<file path="src/rtl/note_seq_classifier.sv">
// Programmable note-sequence classifier: matches a terminated stream of {tom,nota}
// symbols against NUM_CLS stored patterns and reports the lowest matching class.
module note_seq_classifier #(
    parameter  int NOTE_W  = 3,
    parameter  int MAX_LEN = 8,
    parameter  int NUM_CLS = 4,
    parameter  int CLS_W   = 2,
    localparam int POS_W   = $clog2(MAX_LEN + 1),
    localparam int SYM_W   = NOTE_W + 1
) (
    input  logic              clk,
    input  logic              reset,
    input  logic              clr,
    input  logic              ok,
    input  logic              tom,
    input  logic [NOTE_W-1:0] nota,
    input  logic              prog_we,
    input  logic [CLS_W-1:0]  prog_cls,
    input  logic [POS_W-1:0]  prog_idx,
    input  logic [SYM_W-1:0]  prog_data,
    output logic              fim,
    output logic              hit,
    output logic [CLS_W-1:0]  tipo,
    output logic [POS_W-1:0]  pos
);

    typedef enum logic [1:0] {
        S_IDLE,
        S_COLLECT,
        S_DONE,
        S_ERROR
    } state_t;

    state_t             state, state_next;
    logic [SYM_W-1:0]   pat [NUM_CLS][MAX_LEN];
    logic [POS_W-1:0]   len [NUM_CLS];
    logic [NUM_CLS-1:0] cand, cand_next, cand_step, len_hit, pat_match;
    logic [POS_W-1:0]   pos_next;
    logic               hit_next;
    logic [CLS_W-1:0]   tipo_next;
    logic               win_found;
    logic [CLS_W-1:0]   win_cls;

    logic [SYM_W-1:0]       sym;
    logic                   prog_take;
    logic                   prog_valid;
    logic [POS_W+SYM_W-1:0] data_ext;
    logic [POS_W-1:0]       len_raw;
    logic [POS_W-1:0]       len_wr;

    assign sym = {tom, nota};

    // A write in IDLE always consumes the cycle, even when its address is out of range.
    assign prog_take  = prog_we && (state == S_IDLE);
    assign prog_valid = prog_take && (int'(prog_cls) < NUM_CLS) && (int'(prog_idx) <= MAX_LEN);

    assign data_ext = {{POS_W{1'b0}}, prog_data};
    assign len_raw  = data_ext[POS_W-1:0];
    assign len_wr   = (int'(len_raw) > MAX_LEN) ? POS_W'(MAX_LEN) : len_raw;

    // Pattern table; clr leaves it intact, only reset wipes it.
    // NOTE: the table is a register file with a reset because a cleared table (all
    // lengths 0) is the defined power-up behaviour; a plain RAM would come up random.
    always_ff @(posedge clk) begin
        if (reset) begin
            for (int c = 0; c < NUM_CLS; c++) begin
                len[c] <= '0;
                for (int i = 0; i < MAX_LEN; i++) begin
                    pat[c][i] <= '0;
                end
            end
        end else if (!clr && prog_valid) begin
            for (int c = 0; c < NUM_CLS; c++) begin
                if (prog_cls == CLS_W'(c)) begin
                    if (int'(prog_idx) == MAX_LEN) begin
                        len[c] <= len_wr;
                    end
                    for (int i = 0; i < MAX_LEN; i++) begin
                        if (prog_idx == POS_W'(i)) begin
                            pat[c][i] <= prog_data;
                        end
                    end
                end
            end
        end
    end

    // Per-class match of the incoming symbol at the current position.
    // NOTE: combinational blocks use blocking '=' and assign every target a default
    // first, so the loop-carried values are well defined and no latch is inferred.
    always_comb begin
        pat_match = '0;
        cand_step = '0;
        len_hit   = '0;
        for (int c = 0; c < NUM_CLS; c++) begin
            for (int i = 0; i < MAX_LEN; i++) begin
                if (pos == POS_W'(i)) begin
                    pat_match[c] = (pat[c][i] == sym);
                end
            end
            cand_step[c] = cand[c] & (pos < len[c]) & pat_match[c];
            len_hit[c]   = cand[c] & (len[c] == pos);
        end
    end

    // Lowest-index class wins when several patterns end at the same length.
    always_comb begin
        win_found = 1'b0;
        win_cls   = '0;
        for (int c = 0; c < NUM_CLS; c++) begin
            if (len_hit[c] && !win_found) begin
                win_found = 1'b1;
                win_cls   = CLS_W'(c);
            end
        end
    end

    // State register.
    // NOTE: sequential state uses non-blocking '<=' so every register samples
    // pre-edge values and the block order cannot change the result.
    always_ff @(posedge clk) begin
        if (reset) begin
            state <= S_IDLE;
            pos   <= '0;
            cand  <= '1;
            hit   <= 1'b0;
            tipo  <= '0;
        end else begin
            state <= state_next;
            pos   <= pos_next;
            cand  <= cand_next;
            hit   <= hit_next;
            tipo  <= tipo_next;
        end
    end

    // Next-state logic.
    always_comb begin
        state_next = state;
        pos_next   = pos;
        cand_next  = cand;
        hit_next   = hit;
        tipo_next  = tipo;
        if (clr) begin
            state_next = S_IDLE;
            pos_next   = '0;
            cand_next  = '1;
            hit_next   = 1'b0;
            tipo_next  = '0;
        end else if (ok && !prog_take) begin
            case (state)
                S_IDLE, S_COLLECT: begin
                    if (nota != '0) begin
                        if (int'(pos) == MAX_LEN) begin
                            state_next = S_ERROR;
                        end else begin
                            cand_next  = cand_step;
                            pos_next   = pos + POS_W'(1);
                            state_next = (|cand_step) ? S_COLLECT : S_ERROR;
                        end
                    end else if (state == S_COLLECT && win_found) begin
                        state_next = S_DONE;
                        hit_next   = 1'b1;
                        tipo_next  = win_cls;
                    end else begin
                        state_next = S_ERROR;
                    end
                end
                default: begin
                    state_next = state;
                end
            endcase
        end
    end

    // Output decode; hit, tipo and pos are driven straight from registers.
    always_comb begin
        fim = (state == S_DONE) || (state == S_ERROR);
    end

endmodule

</file>
<file path="config.mk">
export PLATFORM = sky130hd
export DESIGN_NAME = note_seq_classifier
export DESIGN_NICKNAME = d
export VERILOG_FILES = /design/src/rtl/note_seq_classifier.sv
export SDC_FILE = /design/constraint.sdc
export NUM_CORES = 1
export LEC_CHECK = 0
export CAP_MARGIN = 15
export CORE_MARGIN = 4
export CORE_UTILIZATION = 54
export CTS_CLUSTER_DIAMETER = 150
export DETAILED_ROUTE_END_ITERATION = 6
export GPL_TIMING_DRIVEN = 0
export PLACE_DENSITY = 0.72
export SYNTH_ARGS = -nofsm -noshare
export SYNTH_HDL_FRONTEND = slang
export SYNTH_SLANG_ARGS = --single-unit
export TNS_END_PERCENT = 5
</file>
<file path="constraint.sdc">
create_clock -name clk -period 3.4 [get_ports clk]
set_clock_uncertainty 0.2 [all_clocks]
set_input_delay 0.34 -clock clk [delete_from_list [all_inputs] [get_ports clk]]
set_output_delay 0.34 -clock clk [all_outputs]
set_load 0.01 [all_outputs]
</file>
==> results of run 1 <==
layout make-up:
| class | instances | area (µm²) |
|---|---|---|
| Tap cell | 184 | 230.2 |
| Fill cell | 1137 | 5515 |
| Inverter | 23 | 86.33 |
| Clock buffer | 19 | 432.9 |
| Buffer | 34 | 163.9 |
| Sequential cell | 157 | 4584 |
| Clock inverter | 13 | 125.1 |
| Timing Repair Buffer | 22 | 220.2 |
| Multi-Input combinational cell | 472 | 3176 |
state kept, by name, indices dropped and copies added, names as in the netlist:
| signal | count |
|---|---|
| len | 16 |
| pos | 4 |
| cand | 4 |
| state | 2 |
| hit | 1 |
| tipo | 2 |
| pat | 128 |
repair_timing:
item / 4_1_cts / 5_1_grt
hold endpoints to repair: 0 / 0
endpoints found under the setup margin: 0 / 66
gates resized for setup: 0 / 5
critical path: cells and delay by family:
family / cells / cell delay, ps
AO/OA/AOI/OAI: 3 / 550
buffers and inverters: 1 / 520
AND/OR/NAND/NOR: 4 / 1690
routing by layer:
metal  part of all wire [%]  vias up  global-route usage, %
li1                       -     2529                      -
met1                     42     2731                  34.22
met2                     47      277                  38.97
met3                    9.0       39                  5.485
met4                    2.1        0                  9.658
met5                      0        -                      0
kinds of logic after synthesis:
group | count (synthesis) | share of synthesized area (%)
compound gates | 97 | 8.525
xor+xnor | 122 | 13.36
fa+ha+maj | 20 | 3.128
buf+inv | 57 | 3.128
flops | 157 | 57.31
mux | 1 | 0.1251
simple gates | 232 | 14.42
worst max-delay path by stage:
| stage | slack, ps | cells after the start | from | to |
|---|---|---|---|---|
| 6_report | 290 | 8 | prog_we | pat[0][6] |
| 4_1_cts | 40 | 9 | prog_we | pat[0][26] |
| 3_3_place_gp | -370 | 8 | prog_we | pat[0][11] |
| 3_5_place_dp | -410 | 8 | prog_we | pat[0][10] |
| 2_1_floorplan | 780 | 7 | state[0] | pat[0][0] |
| 5_1_grt | 200 | 9 | prog_we | pat[1][3] |
placed cells by master, fill, tap and decap left out, types with 7 or more instances in the layout:
cell type | netlist | routed
nand3_1 | 19 | 19
dfxtp_1 | 13 | 13
nor2_1 | 93 | 93
o21ai_0 | 13 | 13
xor2_1 | 61 | 61
nand2_1 | 29 | 29
xnor2_1 | 61 | 61
clkbuf_1 | 19 | 21
edfxtp_1 | 144 | 144
nor3_1 | 16 | 16
o21bai_1 | 27 | 27
nand4_1 | 12 | 12
ha_1 | 20 | 20
inv_1 | 23 | 23
nor4_1 | 11 | 11
and3_1 | 7 | 7
buf_2 | 13 | 13
clkbuf_16 | 0 | 17
clkdlybuf4s50_1 | 0 | 22
a21oi_1 | 13 | 13
per-stage QoR:
| stage | cell area, µm² | power (µW) | std cells | setup WS (ps) | TNS [ps] |
|---|---|---|---|---|---|
| after CTS | 9007 | 4421 | 924 | 35.63 | 0 |
| after detailed placement | 8449 | 2642 | 892 | -406.5 | -25050 |
| final | 9019 | 4417 | 924 | 286.4 | 0 |
| after global routing | 9019 | 4540 | 924 | 200.4 | 0 |
| after floorplan | 7999 | 2515 | 686 | 780.5 | 0 |
| after global placement | 8449 | 2625 | 892 | -365.3 | -21520 |
power breakdown:
group          switching, µW  internal [µW]
Combinational            238            150
Sequential              36.4           2190
Clock                    740           1070
Total                   1010           3400
==> metrics.cfg, run 1 <==
[outcome]
outcome = completed

[floorplanning]
io_pins = 27
die_w_um = 129.7
die_area_mm2 = 0.01682
chipHeight_um = 129.7
core_mm2 = 0.01453
num_rows = 44
start_util_pct = 55.04

[clock_tree]
cts_buffers = 17
insertion_delay_ps = 420
hold_buffers = 0
path_clk_slew_ps = 60
cts_sinks = 157
cts_setup_buffers = 0
clock_path_buffers = 2
cts_tree = built
ctsRootBufferMaster = clkbuf_16
h-tree-depth = 4

[synthesis]
synthArstFlopShare_pct = 0
synth_area_per_cell_um2 = 11.66
synth_cell_type_count = 56
synth_edf_count = 144
synth_area_leader_cell = edfxtp_1
ys_warn_count = 0
synth.most_common_cell = edfxtp_1
synth_top_cells_by_count = edfxtp_1, nor2_1, xnor2_1, xor2_1, nand2_1
synth_cells = 686
ys_seq_area_share_pct = 57.31
syn-num-nets = 725
synth_area_leaders = edfxtp_1, xnor2_1, xor2_1
syn_area_mm2 = 0.007999
ys_ff_latch = 157
yosysTopAreaCellShare_pct = 54.06
ys.flop_type = edfxtp_1

[layout]
drive_gt1_share_pct = 8.784
diodes = 0
finalNetCount = 766
synthToLayoutAreaGrowth_pct = 12.75
fin_util_pct = 62.05

[pwr]
power_leakage_uw = 0.003180
ir_drop_mv = 0.3693
p_per_area_mw_per_mm2 = 489.8

[placed_design]
numPortBuffers = 22
gp_congestion = 0.8789
hpwlAfterDp_mm = 13.97

[drt]
num_vias = 5576
drt_iter0_drc = 556
drt-pass1-iter-count = 5
wirelength_mm = 19.93
drc = 0
wire_per_inst_um = 21.57
ant_nets = 0
viasPerCell = 6.035

[timing]
tightest_slew_ps = 614.5
timing.final.max_slew_violations = 0
setup_viol = 0
rsz0062_at_grt = no
fin_hold_ws_ps = 283.3
clock.fmax_mhz = 321.2
finalHoldViolCount = 0
min_period_ps = 3114
max_slew_margin_pct = 58.98
period_share_pct = 91.58

[setup_path]
crit_path_max_incr_delay_ps = 550
regToRegSetupSlack_ps = 330
reg2regPathDepth = 10
reg2reg_from = pos[1]
crit_path_top_delay_cell = or4b_4
reg2reg_to = state[1]
end_kind = flip-flop
crit_path_max_fanout = 16
path_cells = clkdlybuf4s50_1 > or4b_4 > or3b_4 > nor4_4 > a211oi_2 > a31o_2 > a21oi_2 > and2_2
crit_required_ps = 3380
start_kind = primary input
crit_type = primary input to flip-flop
crit_arrival_ps = 3100

[global_route]
track_usage_pct = 24.88
grt_pass1_vias = 5444
grt_pass1_wl_mm = 30.57
grt_max_degree = 17
overflow = 0
antenna_found_initial = 0

[hold_path]
min_path_cells = 2
min_to = hit
hold_class = flip-flop to flip-flop
min_from = hit

[flow_run]
cap_violations = 0

No activity file was read; power rests on OpenSTA's default activity.
==> inputs of run 2 (changes only) <==
- ABC_CLOCK_PERIOD_IN_PS: unset -> 3400
==> results of run 2 <==
No change in the layout: final DEF, timing and power equal those of run 1.
==> inputs of run 3 (changes only) <==
- GPL_TIMING_DRIVEN: 0 -> unset
==> run 3 against run 2 <==
  * Clock power down 8%
  * Power is 3.2% lower
  * Hold slack worse by 8.6 ps
  * Routed wire length down 3.3%
  * Combinational power increased by 2%
  * Maximum frequency up 4.6%
  * Critical path depth increased by 3
  * Highest routed layer unchanged
==> metrics.cfg, run 3 (same netlist as run 1, synthesis figures left out) <==
[placed_design]
hpwlAfterDp_mm = 13.42
numPortBuffers = 26
place_inst = 890
gp_congestion = 0.8719

[layout]
final_common_cell = edfxtp_1
finalNetCount = 764
final-seq-area_mm2 = 0.004584
fin_cells = 921
diodes = 0
regMostFlops = pat
largest_reg_flops = 128
layout_common_cells = edfxtp_1, nor2_1, xnor2_1, xor2_1, nand2_1
nFillCells = 1148
synthToLayoutAreaGrowth_pct = 13.75
multiInputGateArea_mm2 = 0.003164
top_regs = pat x128, len x16
drive_gt1_share_pct = 10.31

[clock_tree]
clock_path_buffers = 2
path_clk_slew_ps = 60
hold_buffers = 0
ctsRootBufferMaster = clkbuf_16
cts_sinks = 157
cts_tree = built
post_cts_resized = 0
h-tree-depth = 4
insertion_delay_ps = 430
cts_buffers = 17
cts_setup_buffers = 0

[pwr]
p_per_area_mw_per_mm2 = 470.2
power_leakage_uw = 0.003229
ir_drop_mv = 0.3683

[floorplanning]
num_rows = 44
core_mm2 = 0.01453
io_pins = 27
chipHeight_um = 129.7
start_util_pct = 55.04
die_w_um = 129.7
die_area_mm2 = 0.01682

[setup_path]
end_kind = flip-flop
crit_arrival_ps = 3070
reg2regPathDepth = 11
start_kind = flip-flop
crit_path_max_fanout = 7
reg2reg_from = pos[0]
crit_required_ps = 3500
crit_type = flip-flop to flip-flop
critPathLaunch = pos[0]

[outcome]
outcome = completed

[timing]
min_period_ps = 2978
setup_viol = 0
finalHoldViolCount = 0
timing.final.max_slew_violations = 0
max_slew_margin_pct = 63.51
period_share_pct = 87.58
finalSetupTns_ps = 0
tightest_slew_ps = 542.3
rsz0062_at_grt = no
clock.fmax_mhz = 335.8

[drt]
viasPerCell = 5.925
wire_per_inst_um = 20.93
num_vias = 5457
wirelength_mm = 19.28
drc = 0
drt_iter0_drc = 554
ant_nets = 0
drt-pass1-iter-count = 5

[global_route]
antenna_found_initial = 0
grt_pass1_vias = 5511
grt_max_degree = 36
grt_pass1_wl_mm = 29.65
overflow = 0
track_usage_pct = 24.11

[hold_path]
min_path_cells = 2
hold_class = flip-flop to flip-flop
min_from = hit

[flow_run]
cap_violations = 0

==> run 3: changes by cell type in the layout (fill, tap and decap cells not counted), moves of 2 or more <==
| cell | change |
|---|---|
| buf_4 | +22 |
| clkbuf_1 | -19 |
| buf_2 | -9 |
| buf_12 | +6 |
| and2_1 | +4 |
| and2_2 | -4 |
| bufinv_16 | -2 |
| clkbuf_8 | -2 |
| clkinvlp_4 | +2 |
==> run 3: per-layer routing <==
metal	vias to the layer above	share of wire [%]	global-route usage (%)	wire (µm)
li1	2521	-	-	-
met1	2668	42	32.25	8071
met2	226	48	37.34	9169
met3	42	7.6	5.608	1465
met4	0	3.0	11.80	573
met5	-	0	0	0
==> run 3: per-stage QoR <==
stage | util, % | hold WS [ps] | total power [µW] | area, µm² | worst slack (ps)
6_report | 62.60 | 274.7 | 4278 | 9099 | 422.1
5_1_grt | 62.60 | 312.2 | 4388 | 9099 | 279.0
4_1_cts | 62.60 | 276.8 | 4283 | 9099 | 529.6
3_5_place_dp | 59.11 | 263.3 | 2653 | 8591 | 215.0
3_3_place_gp | 59.11 | 249.1 | 2635 | 8591 | 266.2
2_1_floorplan | - | 242.5 | 2515 | 7999 | 780.5
==> run 3: worst max-delay path, cell delays in order, from the launching register on <==
cell,delay [ps]
dfxtp_1,430
inv_1,90
buf_4,180
ha_1,330
nor2_1,370
nand3_1,200
nor3_1,220
nand3_1,100
nand4_1,90
a21oi_1,110
o2bb2ai_1,410
o31ai_1,120
==> run 3: final timing paths <==
path / slack, ps / to
setup / recovery: 420 / state[1]
hold / removal: 270 / hit
setup reg to reg: 420 / state[1]
hold reg to reg: 270 / hit
==> run 3: power breakdown <==
group | total [µW] | internal (µW) | leakage, µW | switching [µW]
logic | 394 | 163 | 0.00141 | 231
registers | 2220 | 2190 | 0.00159 | 36.0
clock network | 1660 | 917 | 0.000230 | 746
==> run 3: area by class of cell <==
cell class / count / share of cell area, %
clock buffer: 19 / 4.758
clock inverter: 12 / 0.8251
inverter: 23 / 0.9488
multi-input combinational: 472 / 34.78
sequential: 157 / 50.39
tap: 184 / 2.530
timing repair buffer: 54 / 5.776
